==> config.mk <==
export PLATFORM = sky130hd
export DESIGN_NAME = datapath_control_unit
export DESIGN_NICKNAME = d
export VERILOG_FILES = /design/src/rtl/cu_pkg.sv /design/src/rtl/cu_decode.sv /design/src/rtl/datapath_control_unit.sv
export SDC_FILE = /design/constraint.sdc
export NUM_CORES = 1
export LEC_CHECK = 0
export BUFFER_PORTS_ARGS = -buffer_cell sky130_fd_sc_hd__buf_2
export CAP_MARGIN = 15
export CORE_ASPECT_RATIO = 1.4
export CORE_MARGIN = 5
export CORE_UTILIZATION = 30
export CTS_BUF_LIST = sky130_fd_sc_hd__clkbuf_4 sky130_fd_sc_hd__clkbuf_8 sky130_fd_sc_hd__clkbuf_16
export DETAILED_ROUTE_END_ITERATION = 6
export PLACE_DENSITY_LB_ADDON = 0.15
export SYNTH_ARGS = -nofsm -noshare
export SYNTH_HDL_FRONTEND = slang
export SYNTH_SLANG_ARGS = --single-unit
export TNS_END_PERCENT = 20
==> constraint.sdc <==
create_clock -name Clock -period 1.5 [get_ports Clock]
set_clock_uncertainty 0.15 [all_clocks]
set_input_delay 0.225 -clock Clock [delete_from_list [all_inputs] [get_ports Clock]]
set_output_delay 0.225 -clock Clock [all_outputs]
set_load 0.01 [all_outputs]
==> src/rtl/cu_pkg.sv <==
// Shared opcodes, FSM state encoding and instruction field positions for the
// single-bus datapath control unit.
package cu_pkg;

    localparam logic [4:0] OP_ADD  = 5'b00011;
    localparam logic [4:0] OP_SUB  = 5'b00100;
    localparam logic [4:0] OP_AND  = 5'b00101;
    localparam logic [4:0] OP_OR   = 5'b00110;
    localparam logic [4:0] OP_SHR  = 5'b00111;
    localparam logic [4:0] OP_SHL  = 5'b01000;
    localparam logic [4:0] OP_ROR  = 5'b01001;
    localparam logic [4:0] OP_ROL  = 5'b01010;
    localparam logic [4:0] OP_MUL  = 5'b01111;
    localparam logic [4:0] OP_DIV  = 5'b10000;
    localparam logic [4:0] OP_NOP  = 5'b11010;
    localparam logic [4:0] OP_HALT = 5'b11011;

    localparam int IR_OPC_HI = 31;
    localparam int IR_OPC_LO = 27;
    localparam int IR_RA_HI  = 26;
    localparam int IR_RA_LO  = 23;
    localparam int IR_RB_HI  = 22;
    localparam int IR_RB_LO  = 19;
    localparam int IR_RC_HI  = 18;
    localparam int IR_RC_LO  = 15;

    typedef enum logic [3:0] {
        S_IDLE = 4'd0,
        T0     = 4'd1,
        T1     = 4'd2,
        T2     = 4'd3,
        T3     = 4'd4,
        T4     = 4'd5,
        T5     = 4'd6,
        T6     = 4'd7,
        S_HALT = 4'd8
    } state_t;

    typedef struct packed {
        logic alu;
        logic muldiv;
        logic nop;
        logic halt;
        logic illegal;
    } op_class_t;

    function automatic logic [4:0] ir_opcode(input logic [31:0] ir);
        return ir[IR_OPC_HI:IR_OPC_LO];
    endfunction

endpackage

==> src/rtl/cu_decode.sv <==
// Combinational opcode classifier: sorts an opcode into exactly one of
// alu / muldiv / nop / halt / illegal.
module cu_decode
    import cu_pkg::*;
(
    input  logic [4:0] opcode,
    output op_class_t  op_class
);

    always_comb begin
        op_class = '0;
        case (opcode)
            OP_ADD, OP_SUB, OP_AND, OP_OR,
            OP_SHR, OP_SHL, OP_ROR, OP_ROL: op_class.alu     = 1'b1;
            OP_MUL, OP_DIV:                 op_class.muldiv  = 1'b1;
            OP_NOP:                         op_class.nop     = 1'b1;
            OP_HALT:                        op_class.halt    = 1'b1;
            default:                        op_class.illegal = 1'b1;
        endcase
    end

endmodule

==> src/rtl/datapath_control_unit.sv <==
// Moore sequencer driving the single-bus datapath strobes through T0-T6.
// Optional memory wait states in T1 are enabled with `define CU_WAIT_STATE_EN.
module datapath_control_unit
    import cu_pkg::*;
(
    input  logic        Clock,
    input  logic        clear,
    input  logic [31:0] ir,
    input  logic        mem_ready,
    input  logic        stop,
    output logic        PCout,
    output logic        Zlowout,
    output logic        Zhighout,
    output logic        HIout,
    output logic        LOout,
    output logic        MDRout,
    output logic        MARin,
    output logic        PCin,
    output logic        MDRin,
    output logic        IRin,
    output logic        Yin,
    output logic        Zin,
    output logic        HIin,
    output logic        LOin,
    output logic        IncPC,
    output logic        Read,
    output logic        Gra,
    output logic        Grb,
    output logic        Grc,
    output logic        Rin,
    output logic        Rout,
    output logic [4:0]  alu_op,
    output logic        run
);

    state_t    state;
    state_t    next_state;
    op_class_t op_class;
    logic [4:0] opcode;
    logic      first_t1;
    logic      unused_bits;

    assign opcode      = ir_opcode(ir);
    assign unused_bits = ^{ir[IR_RA_HI:0], mem_ready};

    cu_decode u_decode (
        .opcode   (opcode),
        .op_class (op_class)
    );

    always_ff @(posedge Clock) begin
        // NOTE: state registers use non-blocking assignment so every flop samples pre-edge values.
        if (clear)
            state <= S_IDLE;
        else
            state <= next_state;
    end

`ifdef CU_WAIT_STATE_EN
    // Marks repeat T1 cycles so the PC update strobes fire only on the first one.
    logic t1_hold;

    always_ff @(posedge Clock) begin
        if (clear)
            t1_hold <= 1'b0;
        else
            t1_hold <= (state == T1) && !mem_ready;
    end

    assign first_t1 = !t1_hold;
`else
    assign first_t1 = 1'b1;
`endif

    always_comb begin
        // NOTE: default first; every path then assigns next_state, so no latch is inferred.
        next_state = state;
        case (state)
            S_IDLE: next_state = T0;
            T0:     next_state = T1;
`ifdef CU_WAIT_STATE_EN
            T1:     next_state = mem_ready ? T2 : T1;
`else
            T1:     next_state = T2;
`endif
            T2:     next_state = T3;
            T3: begin
                if (op_class.alu || op_class.muldiv)
                    next_state = T4;
                else if (op_class.halt || stop)
                    next_state = S_HALT;
                else
                    next_state = T0;
            end
            T4:     next_state = T5;
            T5: begin
                if (op_class.muldiv)
                    next_state = T6;
                else
                    next_state = stop ? S_HALT : T0;
            end
            T6:     next_state = stop ? S_HALT : T0;
            S_HALT: next_state = S_HALT;
            default: next_state = S_IDLE;
        endcase
    end

    always_comb begin
        PCout    = 1'b0;
        Zlowout  = 1'b0;
        Zhighout = 1'b0;
        HIout    = 1'b0;
        LOout    = 1'b0;
        MDRout   = 1'b0;
        MARin    = 1'b0;
        PCin     = 1'b0;
        MDRin    = 1'b0;
        IRin     = 1'b0;
        Yin      = 1'b0;
        Zin      = 1'b0;
        HIin     = 1'b0;
        LOin     = 1'b0;
        IncPC    = 1'b0;
        Read     = 1'b0;
        Gra      = 1'b0;
        Grb      = 1'b0;
        Grc      = 1'b0;
        Rin      = 1'b0;
        Rout     = 1'b0;
        alu_op   = OP_NOP;
        run      = (state != S_IDLE) && (state != S_HALT);
        case (state)
            T0: begin
                PCout = 1'b1;
                MARin = 1'b1;
                IncPC = 1'b1;
                Zin   = 1'b1;
            end
            T1: begin
                Read  = 1'b1;
                MDRin = 1'b1;
                if (first_t1) begin
                    Zlowout = 1'b1;
                    PCin    = 1'b1;
                end
            end
            T2: begin
                MDRout = 1'b1;
                IRin   = 1'b1;
            end
            T3: begin
                if (op_class.alu || op_class.muldiv) begin
                    Grb  = 1'b1;
                    Rout = 1'b1;
                    Yin  = 1'b1;
                end
            end
            T4: begin
                Grc    = 1'b1;
                Rout   = 1'b1;
                Zin    = 1'b1;
                alu_op = opcode;
            end
            T5: begin
                if (op_class.alu) begin
                    Zlowout = 1'b1;
                    Gra     = 1'b1;
                    Rin     = 1'b1;
                end else if (op_class.muldiv) begin
                    Zlowout = 1'b1;
                    LOin    = 1'b1;
                end
            end
            T6: begin
                Zhighout = 1'b1;
                HIin     = 1'b1;
            end
            default: ;
        endcase
    end

endmodule

### Yosys cells after proc, flatten, opt, wreduce, memory -nomap -nowiden

Index checks and enable logic that the tools add are counted.

* flip-flop bits (word level): 4
* word-level logic and storage cells: 54

* equal/unequal tests: 20
* multiplexer cells: 25
* reduce and logical (&&, ||, !) cells: 8

Operators with widths (number)
* $pmux W4 S9: 1
* $eq A5 B3 Y1 const B: 4
* $eq A5 B4 Y1 const B: 4
* $mux W1: 17
* $eq A4 B3 Y1 const B: 4
* $mux W4: 4
* $eq A5 B5 Y1 const B: 2
* $eq A4 B2 Y1 const B: 2
* $reduce_or A8 Y1: 1
* $eq A5 B2 Y1 const B: 1
* $mux W5: 1
* $eq A4 B1 Y1 const B: 1
* $eq A4 B4 Y1 const B: 1
* $logic_not A4 Y1: 1
* $ne A4 B4 Y1 const B: 1
* $pmux W1 S2: 2
* $reduce_bool A4 Y1: 1
* $reduce_or A2 Y1: 2
* $logic_or A1 B1 Y1: 2
* $logic_and A1 B1 Y1: 1

### Depth between registers and ports, before layout

Gate-level depths: netlist (run 1).

* depth after elaboration: 6
* mapped depth: 6
* mapped depth without buffers: 6

### Modules after synthesis

A second synthesis (run 1) with hierarchy kept.

* cells, all modules: 83
* area, all modules: 589.3 sq um

Modules (own cells, without submodules)
* datapath_control_unit: instances 1, cells an instance 65, area an instance 480.5 sq um, sequential area each 80.1 sq um
* cu_decode: instances 1, cells an instance 18, area an instance 108.9 sq um, sequential area each 0.0 sq um

### Worst setup path after synthesis (run 1)

Ideal clock, no wire load.

* path type: reg-to-output
* start point: register state[2]
* end point: output Rin
* arrival time: 1293 ps
* data required time: 1125 ps
* setup slack: -168 ps
* cell stages (with the launch flop): 7
* path through: dfxtp_1 buf_2 and3b_1 and2b_1 nand2_1 nor2_1 buf_4

* cells in the longest elaborated chain, start to end: 2

Ends and longest elaborated chain
* start, declared: RTL line datapath_control_unit.sv:36 `state_t state;`
* start signal, assigned: RTL line datapath_control_unit.sv:56 `state <= next_state;`
* $eq A4 B3 Y1
* $mux W1
* end, declared: RTL line datapath_control_unit.sv:30 `output logic Rin,`

Every way passes these cells.

### Worst setup path after layout (run 1)

* start point: register state[3]
* end point: output Zlowout

* cells in the longest elaborated chain, start to end: 2
* elaborated cells on any way between the ends: 3

Ends and longest elaborated chain
* $eq A4 B3 Y1 / $eq A4 B2 Y1 (equally long branches): RTL line datapath_control_unit.sv:132 `case (state)`
* $pmux W1 S2 *: RTL line datapath_control_unit.sv:132
* end, declared: RTL line datapath_control_unit.sv:12 `output logic Zlowout,`

Mark *: on every way between the ends. The rest lies on a longest branch, timed or not.

==> metrics.md, run 1 <==
| Metric | Value |
|---|---|
| Initial antenna violation count | `0` |
| EDFF count, synth | `0` |
| Fill cell count | `188` |
| Critical path arrival | `1.39 ns` |
| Die area | `2830 um2` |
| Fin cells | `141` |
| Register area share after synthesis | `0.143` |
| Wire length per cell | `12.2 um` |
| First-pass GRT wire length | `2640 um` |
| Fraction of layout cells with a size suffix above 1 | `0.636` |
| Peak VDD IR | `0.000211 V` |
| Ys async rst share | `0` |
| Area of the mapped netlist | `558 um2` |
| RSZ-0062 raised after global routing | `yes` |
| Synthesis-stage register bit count | `4` |
| Fin. Hold Viols | `0` |
| # rows | `18` |
| Initial Utilization | `0.314` |
| Largest area contributor in the synthesized netlist | `dfxtp_1` |
| Power density cells | `567 nW/um2` |
| Largest cells by area after synthesis | `dfxtp_1 14%, buf_4 13%, nand2_1 5.4%` |
| Vias in the first global route | `677` |
| CTS tree | `done` |
| Drt pass-1 iters | `3` |
| Vias per Instance | `4.80` |
| Fmax | `0.568 GHz` |
| Startpoint Class | `flop` |
| Hold Path Class | `in2reg` |
| Post-synthesis cell type count | `39` |
| Total CTS buffers | `3` |
| # diodes | `0` |
| Critical path required time | `1.12 ns` |
| Pleak | `0.482 nW` |
| Die H | `61.0 um` |
| Largest Register | `state` |
| Yosys warning total | `0` |
| Largest registers | `state x4` |
| Ys flop type | `dfxtp_1` |
| Final global-route overflow total | `0` |
| Post-layout util | `0.491` |
| Avg Cell Area, Syn | `7.06 um2` |
| Worst Hold Slack | `0.128 ns` |
| WS Path Type | `reg2out` |
| Total GRT Usage | `0.128` |
| Setup TNS | `-3.88 ns` |
| Largest net degree at the start of global routing | `9` |
| Core area | `1780 um2` |
| Max FFs per register | `4` |
| Mapped Cells | `79` |
| Critical Path Max Stage Delay | `0.35 ns` |
| Sinks on Clock Net | `4` |
| Failing checks | `setup timing` |
| Worst reg2reg path startpoint | `state[3]` |
| Global placer's final weighted congestion | `0.732` |
| Pins Over Slew Limit | `0` |
| Register area | `92.6 um2` |
| CTS Root Cell | `clkbuf_4` |
| Routed via count | `677` |
| Critical path cell sequence | `and3b_1 -> and2b_2 -> nand2_2 -> o211ai_1 -> buf_2` |
| Worst skew pair latency | `0.24 ns` |
| Setup WS post-layout | `-0.261 ns` |
| Routed Antenna Nets | `0` |
| Port Buffers | `32` |
| Width of the die | `46.5 um` |
| Fin crit share | `1.17` |
| WL final | `1720 um` |
| Share of the synthesized area in the top cell type | `0.143` |
| CP Capture Type | `primary output` |
| I/O Pins | `63` |
| Clk slew on worst S/H paths | `0.04 ns` |
| Final Setup Violations | `25` |
| CTS HTree Levels | `1` |
| Min-delay src | `clear` |
| Crit path time final | `1.76 ns` |
| Slowest cell on crit path | `dfxtp_4` |
| Post-DP HPWL | `1340 um` |
| Cell count after placement | `136` |
| Status | `finished, violations left` |
| Critical path origin | `state[3]` |
| Final #Nets | `159` |
| Clock Path Buffers | `2` |
| Max Cap Viol | `0` |
| Residual DRC | `0` |
| CP max FO | `4` |
| Multi-input gate area | `397 um2` |
| Area grow syn2layout | `56.5%` |
| DRC marker count from the first detailed-route iteration | `8` |
-- cell families (layout without fill, tap and decap cells) --
logic type,after synthesis,after routing,share of synthesized area
buffers and inverters,21,62,0.224
muxes,1,1,0.0404
xor gates and xnor gates,1,1,0.0157
DFF,4,4,0.144
and+or+nand+nor,34,34,0.365
AOI/OAI and AO/OA,17,17,0.204
other,1,2,0.00672
-- per-layer routing --
layer	track usage	wire length [um]	up-vias
li1	-	-	349
met1	0.121	648	304
met2	0.250	949	21
met3	0.0234	90	3
met4	0.0610	33	0
met5	0	0	-
-- power by group --
group | leakage, nW | total [mW] | internal (mW) | switching, mW
combinational | 0.433 | 0.223 | 0.107 | 0.116
sequential | 0.0352 | 0.135 | 0.116 | 0.0188
clock | 0.0138 | 0.138 | 0.0897 | 0.0478
total | 0.482 | 0.495 | 0.312 | 0.182
-- worst paths after layout --
check / slack, ns / endpoint / cells after the start
setup / recovery: -0.26 / Zlowout / 5
hold / removal: 0.13 / state[0] / 4
setup reg to reg: 0.04 / state[2] / 5
hold reg to reg: 0.44 / state[0] / 3
-- per-stage QoR --
| stage | power (mW) | setup slack, ns | area, um2 |
|---|---|---|---|
| after floorplan | 0.271 | -0.0717 | 578 |
| after global placement | 0.342 | -0.230 | 793 |
| after detailed placement | 0.342 | -0.240 | 793 |
| after CTS | 0.495 | -0.256 | 848 |
| after global routing | 0.535 | -0.339 | 873 |
| final | 0.495 | -0.261 | 873 |
-- worst max-delay path: cells and delay by family, from the launching register on --
| kind | cells | cell delay, ns |
|---|---|---|
| simple gates | 3 | 0.48 |
| compound gates | 1 | 0.16 |
| buf+inv | 1 | 0.15 |
| flops | 1 | 0.35 |
-- placed cells by master (no fill, tap or decap), types with 3 or more instances in the layout --
master / instances
nand2b_1: 4
inv_2: 4
inv_1: 3
dfxtp_4: 3
buf_4: 20
buf_2: 32
clkbuf_4: 3
nand2_1: 6
nand2_2: 3
-- what timing repair did --
| item | CTS | global route |
|---|---|---|
| endpoints found under the setup margin | 26 | 28 |
| buffers inserted | 0 | 2 |
| gates resized for setup | 11 | 5 |
| hold buffers | 0 | 0 |
| pin swaps | 4 | 2 |
-- layout make-up --
| class | instances | area share |
|---|---|---|
| sequential | 4 | 0.106 |
| clock buffer | 3 | 0.0258 |
| multi-input combinational | 55 | 0.454 |
| inverter | 7 | 0.0301 |
| tap | 20 | 0.0287 |
| timing repair buffer | 52 | 0.355 |
-- cells in the mapped netlist (3+ instances only) --
| master | count |
|---|---|
| a21oi_1 | 3 |
| buf_4 | 10 |
| dfxtp_1 | 4 |
| inv_1 | 5 |
| nand2_1 | 8 |
| nand2b_1 | 4 |
| nor2_1 | 3 |
Note: power is estimated with default switching activity, not from simulation.
==> run 2: changes to the inputs <==
--- a/config.mk
+++ b/config.mk
@@ -7,9 +7,10 @@
 export LEC_CHECK = 0
 export BUFFER_PORTS_ARGS = -buffer_cell sky130_fd_sc_hd__buf_2
 export CAP_MARGIN = 15
-export CORE_ASPECT_RATIO = 1.4
+export CELL_PAD_IN_SITES_DETAIL_PLACEMENT = 1
+export CELL_PAD_IN_SITES_GLOBAL_PLACEMENT = 2
 export CORE_MARGIN = 5
-export CORE_UTILIZATION = 30
+export CORE_UTILIZATION = 13
 export CTS_BUF_LIST = sky130_fd_sc_hd__clkbuf_4 sky130_fd_sc_hd__clkbuf_8 sky130_fd_sc_hd__clkbuf_16
 export DETAILED_ROUTE_END_ITERATION = 6
 export PLACE_DENSITY_LB_ADDON = 0.15
==> metrics.md, run 2 (synthesis gave the netlist of run 1 again) <==
| Metric | Value |
|---|---|
| # rows | `23 (+5)` |
| Crit path time final | `1.73 ns (-0.0326 ns)` |
| Hold Path End | `state[0]` |
| Core area | `4090 um2 (+130%)` |
| Most frequent cells in the layout | `28 x buf_4, 26 x buf_2, 6 x nand2_1, 6 x buf_6, 5 x inv_2` |
| Power density cells | `611 nW/um2 (+7.8%)` |
| Min-delay src | `clear` |
| CP max FO | `5 (+1)` |
| Routed via count | `717 (+5.9%)` |
| Final global-route overflow total | `0 (unchanged)` |
| Setup WS post-layout | `-0.229 ns (+0.0326 ns)` |
| Drt pass-1 iters | `3 (unchanged)` |
| Largest Register | `state` |
| Worst reg2reg path startpoint | `state[1]` |
| Vias per Instance | `4.01 (-17%)` |
| WS Path Type | `reg2out` |
| WL final | `2070 um (+20%)` |
| Fraction of layout cells with a size suffix above 1 | `0.682 (+0.0458)` |
| Status | `finished, violations left` |
| Wire length per cell | `11.5 um (-5.4%)` |
| Max Cap Viol | `0 (unchanged)` |
| Worst flop-to-flop path endpoint | `state[2]` |
| Total GRT Usage | `0.0783 (-0.0493)` |
| RSZ-0062 raised after global routing | `yes` |
| Failing checks | `setup timing` |
| Port Buffers | `32 (unchanged)` |
| Clock Path Buffers | `2 (unchanged)` |
| Initial antenna violation count | `0 (unchanged)` |
| Hold Path Depth | `4 (unchanged)` |
| Startpoint Class | `flop` |
| CTS HTree Levels | `1 (unchanged)` |
| Die area | `5700 um2 (+100%)` |
| Pleak | `0.534 nW (+11%)` |
| Commonest non-fill, non-tap cell in the layout | `buf_4` |
| I/O Pins | `63 (unchanged)` |
| R2R Setup Slk | `-0.03 ns (-0.07 ns)` |
| Pins Over Slew Limit | `0 (unchanged)` |
| Routed Antenna Nets | `0 (unchanged)` |
| Fin crit share | `1.15 (-0.0218)` |
| Max FFs per register | `4 (unchanged)` |
| Largest registers | `state x4` |
| Setup TNS | `-2.65 ns (+1.22 ns)` |
| Residual DRC | `0 (unchanged)` |
| CTS tree | `done` |
| Largest net degree at the start of global routing | `7 (-2)` |
| First-pass GRT wire length | `3430 um (+30%)` |
| Total CTS buffers | `3 (unchanged)` |
| Fmax | `0.578 GHz (+1.9%)` |
| Die H | `75.5 um (+24%)` |
| Post-DP HPWL | `1810 um (+35%)` |
| Number of cells on the worst reg-to-reg path | `5 (unchanged)` |
| Fin. Hold Viols | `0 (unchanged)` |
| Final Setup Violations | `27 (+8.0%)` |
| CTS Root Cell | `clkbuf_8` |
| DRC marker count from the first detailed-route iteration | `16 (+8)` |
| Area grow syn2layout | `88.3%` |
| # diodes | `0 (unchanged)` |
| Clk slew on worst S/H paths | `0.03 ns (about the same)` |
| CP Capture Type | `primary output` |
| Sinks on Clock Net | `4 (unchanged)` |
| Critical path required time | `1.12 ns (about the same)` |
| Worst skew pair latency | `0.22 ns (-0.02 ns)` |
| Width of the die | `75.5 um (+63%)` |
| Final Cell Area | `1050 um2 (+20%)` |
| Hold Path Class | `in2reg` |
| Global placer's final weighted congestion | `0.716 (-2.2%)` |
| Dpl cell area | `876 um2 (+10%)` |
| Worst Hold Slack | `0.164 ns (+0.0357 ns)` |
| Critical path arrival | `1.35 ns (-0.04 ns)` |
| Initial Utilization | `0.137 (-0.177)` |
| Peak VDD IR | `0.000210 V (-0.41%)` |
| Vias in the first global route | `756 (+12%)` |
| Final #Nets | `167 (+5.0%)` |
==> run 2: routing by layer <==
metal	GRT usage	wire, um
met1	0.0985	961
met5	0	0
met2	0.127	957
met4	0.0350	24
met3	0.0185	123
==> run 2: worst max-delay path by stage <==
stage,startpoint,end,slack (ns),cells past startpoint
2_1_floorplan,state[2],Rin,-0.07,6
3_3_place_gp,ir[28],Zlowout,-0.25,6
3_5_place_dp,ir[28],Zlowout,-0.27,6
4_1_cts,state[3],Zlowout,-0.25,5
5_1_grt,state[3],Zlowout,-0.31,5
6_report,state[3],Zlowout,-0.23,5
==> run 2: power breakdown <==
part	total [mW]	switching [mW]	internal (mW)	leakage [nW]
registers	0.134	0.0167	0.117	0.0353
clock network	0.224	0.0531	0.171	0.0216
logic	0.284	0.136	0.148	0.477
==> run 2: timing repair <==
item,in CTS,in global routing
buffers inserted,2,2
setup endpoints to repair,28,28
pin swaps,7,3
hold buffers,0,0
gates resized for setup,25,3
==> run 2: layout make-up <==
type / instances / area, um2
timing repair buffer: 60 / 408
fill: 512 / 3040
inverter: 7 / 26.3
multi-input combinational: 55 / 420
clock buffer: 3 / 41.3
tap: 50 / 62.6
sequential: 4 / 92.6
==> run 2: stage by stage <==
stage | setup WS, ns | utilization | total power [mW] | instances
after detailed placement | -0.268 | 0.214 | 0.379 | 172
after floorplan | -0.0717 | - | 0.271 | 80
after global routing | -0.310 | 0.257 | 0.688 | 179
after CTS | -0.249 | 0.251 | 0.649 | 177
after global placement | -0.253 | 0.214 | 0.379 | 172
final | -0.229 | 0.257 | 0.642 | 179
==> run 2: critical path, cell delays in order (launching register included) <==
cell	delay, ns
dfxtp_4	0.35
and3b_1	0.23
and2b_2	0.19
nand2_2	0.06
o211ai_1	0.14
buf_2	0.15
